**src/rtl/data_mem_pkg.sv**
```systemverilog
// data_mem_pkg: shared FSM states and requester ids for the data memory arbiter
package data_mem_pkg;
  typedef enum logic [1:0] {IDLE, ACCESS, RESP} state_t;
  localparam logic REQ_A = 1'b0;
  localparam logic REQ_B = 1'b1;
endpackage

```
**src/rtl/data_mem_arbiter.sv**
```systemverilog
// data_mem_arbiter: round-robin two-requester arbiter for a single-port data memory
module data_mem_arbiter
  import data_mem_pkg::*;
#(
  parameter int Width = 32,
  parameter int Depth = 512
) (
  input  logic             clk,
  input  logic             reset,
  input  logic             a_req,
  input  logic             b_req,
  input  logic             a_we,
  input  logic             b_we,
  input  logic [Width-1:0] a_addr,
  input  logic [Width-1:0] b_addr,
  input  logic [Width-1:0] a_wdata,
  input  logic [Width-1:0] b_wdata,
  output logic             a_gnt,
  output logic             b_gnt,
  output logic             a_done,
  output logic             b_done,
  output logic             a_err,
  output logic             b_err,
  output logic [Width-1:0] a_rdata,
  output logic [Width-1:0] b_rdata,
  output logic             mem_read,
  output logic             mem_write,
  output logic [Width-1:0] mem_addr,
  output logic [Width-1:0] mem_wdata,
  input  logic [Width-1:0] mem_rdata
);
  state_t state, state_n;
  logic id, last, we_q, win, arb, acc, rsp, in_range;
  logic [Width-1:0] addr_q, wdata_q, a_rd, b_rd;
  function automatic logic pick(input logic a, input logic b, input logic l);
    return (a && b) ? ~l : (b ? REQ_B : REQ_A);
  endfunction
  always_comb begin
    acc      = state == ACCESS;
    rsp      = state == RESP;
    arb      = !acc && (a_req || b_req);
    win      = pick(a_req, b_req, last);
    in_range = addr_q < Width'(Depth);
    state_n  = acc ? RESP : (arb ? ACCESS : IDLE);
  end
  always_ff @(posedge clk) begin
    if (reset) begin
      state   <= IDLE;
      last    <= REQ_B;
      id      <= REQ_A;
      we_q    <= 1'b0;
      addr_q  <= '0;
      wdata_q <= '0;
      a_rd    <= '0;
      b_rd    <= '0;
    end else begin
      state <= state_n;
      if (arb) begin
        id      <= win;
        last    <= win;
        we_q    <= win ? b_we : a_we;
        addr_q  <= win ? b_addr : a_addr;
        wdata_q <= win ? b_wdata : a_wdata;
      end
      // out-of-range and write accesses leave the requester's read data untouched
      if (acc && !we_q && in_range) begin
        if (id == REQ_B) b_rd <= mem_rdata;
        else a_rd <= mem_rdata;
      end
    end
  end
  always_comb begin
    a_gnt     = acc && id == REQ_A;
    b_gnt     = acc && id == REQ_B;
    a_done    = rsp && id == REQ_A;
    b_done    = rsp && id == REQ_B;
    a_err     = a_done && !in_range;
    b_err     = b_done && !in_range;
    mem_read  = acc && !we_q && in_range;
    mem_write = acc && we_q && in_range;
    mem_addr  = acc ? addr_q : '0;
    mem_wdata = acc ? wdata_q : '0;
    a_rdata   = a_rd;
    b_rdata   = b_rd;
  end
endmodule

```
**config.mk**
```make
export PLATFORM = sky130hd
export DESIGN_NAME = data_mem_arbiter
export DESIGN_NICKNAME = d
export VERILOG_FILES = /design/src/rtl/data_mem_pkg.sv /design/src/rtl/data_mem_arbiter.sv
export SDC_FILE = /design/constraint.sdc
export NUM_CORES = 1
export LEC_CHECK = 0
export CAP_MARGIN = 10
export CORE_ASPECT_RATIO = 0.75
export CORE_UTILIZATION = 40
export DETAILED_ROUTE_END_ITERATION = 12
export PLACE_DENSITY_LB_ADDON = 0.25
export SYNTH_ARGS = -nofsm -noshare
export SYNTH_HDL_FRONTEND = slang
export SYNTH_SLANG_ARGS = --single-unit
export TNS_END_PERCENT = 1
```
**constraint.sdc**
```tcl
create_clock -name clk -period 3.6 [get_ports clk]
set_input_delay 0.9 -clock clk [delete_from_list [all_inputs] [get_ports clk]]
set_output_delay 0.9 -clock clk [all_outputs]
set_load 0.1 [all_outputs]
```
==> impl_table.tex <==
\begin{tabular}{lr}
\hline
Metric & Value \\
\hline
\multicolumn{2}{l}{\textbf{Status}} \\
\quad Status & finished clean \\
\multicolumn{2}{l}{\textbf{Timing}} \\
\quad Number of pins with negative max-slew slack in the final report & 0 \\
\quad Total count of hold-check failures in the final report & 0 \\
\quad Share of the cycle needed by the critical path after routing & 86.3\% \\
\quad Fmax & 322 MHz \\
\quad Final worst-path setup slack & 0.493 ns \\
\quad Rel. slew slack & 34.0\% \\
\quad Layout Skew & 0.00857 ns \\
\quad RSZ-0062 raised after global routing & false \\
\quad Fin Hold WS & 0.470 ns \\
\quad Worst Max-Slew Pin Slew & 0.987 ns \\
\quad Count of endpoints failing setup in the final report & 0 \\
\quad Clock period minus final worst setup slack & 3.11 ns \\
\multicolumn{2}{l}{\textbf{Yosys}} \\
\quad Yosys synthesis warning count & 0 \\
\quad Seq cells post-synth & 133 \\
\quad Synth Instances & 691 \\
\quad Count of cell types in the netlist & 31 \\
\quad Number of nets in the synthesized netlist & 857 \\
\quad Sequential cell area fraction in the yosys report & 43.5\% \\
\quad Netlist Area Pre-Place & 6130 um2 \\
\quad Mean instance size in the synthesized netlist & 8.87 um2 \\
\multicolumn{2}{l}{\textbf{Place}} \\
\quad Routability congestion estimate & 0.753 \\
\quad Post-placement worst setup slack & 0.766 ns \\
\quad Number of I/O port buffers & 301 \\
\quad Detailed Place HPWL & 13,500 um \\
\quad Number of instances in the placed design & 1,135 \\
\multicolumn{2}{l}{\textbf{Floorplanning}} \\
\quad Placeable core area & 14,700 um2 \\
\quad Initial cell density of the core & 41.7\% \\
\quad Overall die width & 145 um \\
\quad Y dimension of the die & 109 um \\
\quad Top-level port count & 302 \\
\quad Number of cell rows & 38 \\
\quad Total die area & 15,800 um2 \\
\multicolumn{2}{l}{\textbf{Final layout}} \\
\quad Share of final-layout standard cells stronger than drive strength 1 & 17.6\% \\
\quad Most common cell after layout, fill and taps aside & sky130\_fd\_sc\_hd\_\_clkdlybuf4s50\_1 \\
\quad Number of cells in the finished layout apart from fillers & 1,167 \\
\quad Post-layout nets & 1,120 \\
\quad Filler cells & 1,288 \\
\quad Layout area overhead & 54.6\% \\
\quad Antenna diode count & 0 \\
\quad Most used cells in the layout excluding fill and tap cells & sky130\_fd\_sc\_hd\_\_clkdlybuf4s50\_1, sky130\_fd\_sc\_hd\_\_dfxtp\_1, sky130\_fd\_sc\_hd\_\_buf\_4, sky130\_fd\_sc\_hd\_\_nor2\_1 \\
\multicolumn{2}{l}{\textbf{Worst setup path}} \\
\quad Cell at the slowest stage of the critical path & sky130\_fd\_sc\_hd\_\_nor4\_2 \\
\quad Family with the most delay on the worst path & simple AND/OR/NAND/NOR gates \\
\quad Worst Setup End Kind & output pin \\
\quad Worst Path Class, Setup & reg -> out \\
\quad Cell chain of the critical path & nor4\_2 > and4\_2 > and3\_2 > and3\_1 > buf\_4 \\
\quad Critical path required time & 2.70 ns \\
\quad Launching element type of the critical path & register \\
\quad Total buffers and inverters traversed by the critical path & 1 \\
\quad Data arrival at the endpoint of the critical path & 2.21 ns \\
\quad Worst-path fanout max & 4 \\
\quad Max incr delay on CP & 0.42 ns \\
\multicolumn{2}{l}{\textbf{Clock tree}} \\
\quad Clock insertion delay at the later pin of the skew report & 0.41 ns \\
\quad Buffers inserted during post-CTS setup optimization & 0 \\
\quad CTS tree & built \\
\quad Master cell of the clock root buffer & sky130\_fd\_sc\_hd\_\_clkbuf\_16 \\
\quad Clock tree sinks & 133 \\
\quad Maximum level of the CTS H-tree & 4 \\
\quad Number of hold-repair buffers added at the cts stage & 0 \\
\quad Clock Pin Slew Worst Setup and Hold Paths & 0.07 ns \\
\quad Number of instances resized during post-cts repair & 0 \\
\quad Maximum number of buffers from clock root to sink & 2 \\
\quad Number of buffers created by CTS & 17 \\
\multicolumn{2}{l}{\textbf{Pwr}} \\
\quad Sum of internal, switching and leakage power & 4.25 mW \\
\quad Highest ir drop seen on vdd & 351 uV \\
\quad PD cells & 449 nW/um2 \\
\quad Static Leak & 3.71 nW \\
\multicolumn{2}{l}{\textbf{GRT}} \\
\quad Total Routing Usage GR & 24.3\% \\
\quad Total overflow reported by the global router & 0 \\
\quad First-pass GRT wire length & 29,500 um \\
\quad Number of antenna violations at the first check in global routing & 0 \\
\quad Maximum number of pins on one net before global-route repair & 101 \\
\quad Via count of the first global-routing pass & 5,479 \\
\multicolumn{2}{l}{\textbf{Drt}} \\
\quad Vias post-DR & 6,008 \\
\quad Remaining number of nets flagged by the antenna check after routing & 0 \\
\quad 1st-iter DRT viols & 416 \\
\quad Number of search-and-repair iterations in the first detailed-routing pass & 6 \\
\quad Avg Vias per Cell & 5.15 \\
\quad Final WL & 19,300 um \\
\quad Residual DRC count & 0 \\
\quad WL/cell & 16.5 um \\
\multicolumn{2}{l}{\textbf{Run}} \\
\quad Max cap viols & 0 \\
\multicolumn{2}{l}{\textbf{Min path}} \\
\quad Type of the most critical hold path & reg -> reg \\
\hline
\end{tabular}
## kinds of logic (layout without fill, tap and decap cells)
kind of cell    after synthesis  in the layout  share of synthesized area [%]
simple gates                224            224                           19.8
compound gates              198            198                           19.0
flops                       133            133                           43.5
buf+inv                      71            347                           7.13
mux                          65             65                           10.6
## per-stage QoR
| stage | setup TNS [ns] | area [um2] | utilization [%] |
|---|---|---|---|
| detailed placement | 0 | 8880 | 60.4 |
| CTS | 0 | 9470 | 64.5 |
| global placement | 0 | 8880 | 60.4 |
| global route | 0 | 9470 | 64.5 |
| finish | 0 | 9470 | 64.5 |
| floorplan | -0.364 | 6140 | - |
## path summary, 6_finish.rpt
kind	from	to	slack [ns]	depth (start not counted)
worst max-delay path	addr_q[19]$_SDFFE_PP0P_	mem_write	0.49	5
worst max register to register	addr_q[19]$_SDFFE_PP0P_	b_rdata[19]$_SDFFE_PP0P_	1.46	5
worst min-delay path	a_rdata[18]$_SDFFE_PP0P_	a_rdata[18]$_SDFFE_PP0P_	0.47	2
worst min register to register	a_rdata[18]$_SDFFE_PP0P_	a_rdata[18]$_SDFFE_PP0P_	0.47	2
## registers in the layout, indices dropped and copies added (netlist names)
name,count
id,1
we_q,1
state,2
a_rdata,32
addr_q,32
last,1
b_rdata,32
wdata_q,32
## power breakdown
group          switching [mW]  leakage, nW  internal (mW)
Combinational           0.542         2.33          0.351
Clock                   0.712        0.286           1.04
Sequential             0.0542         1.09           1.55
## cell type report
| class | instances | area (um2) | share of cell area [%] |
|---|---|---|---|
| multi-input cells | 487 | 3060 | 32.3 |
| repair buffers | 315 | 2910 | 30.7 |
| flip-flops and latches | 133 | 2660 | 28.1 |
| clock buffers | 17 | 425 | 4.49 |
| well taps | 200 | 250 | 2.64 |
| clock inverters | 15 | 168 | 1.77 |
## Yosys cell counts (all sizes together)
cell / count / share of area (%)
buf: 36 / 5.0
and4: 3 / 0.43
a22oi: 1 / 0.12
mux2i: 65 / 11
a21oi: 65 / 5.3
dfxtp: 133 / 43
nor3: 1 / 0.082
nor2b: 4 / 0.41
nand3: 64 / 5.2
nor3b: 2 / 0.25
o21ai: 65 / 5.3
a21boi: 1 / 0.18
nand4: 3 / 0.41
and3: 2 / 0.22
and2: 65 / 6.7
nand2b: 1 / 0.10
a31oi: 1 / 0.10
nor2: 72 / 4.5
or2: 1 / 0.10
and3b: 1 / 0.14
nor4: 5 / 1.3
clkbuf: 35 / 2.1
a211oi: 65 / 8.0
## tightest hold or removal path, cell delays in order (launching register included)
cell and delay [ns]:
sky130_fd_sc_hd__dfxtp_1 0.30, sky130_fd_sc_hd__o21ai_0 0.06, sky130_fd_sc_hd__a21oi_1 0.06
## per-layer routing
metal	part of all wire, %	global-route usage (%)	vias to the layer above
met5	0	0	-
li1	-	-	3000
met1	42	31.2	2757
met4	1.1	6.47	0
met3	8.5	6.94	16
met2	49	39.9	235
Note: power is estimated with default switching activity, not from simulation.
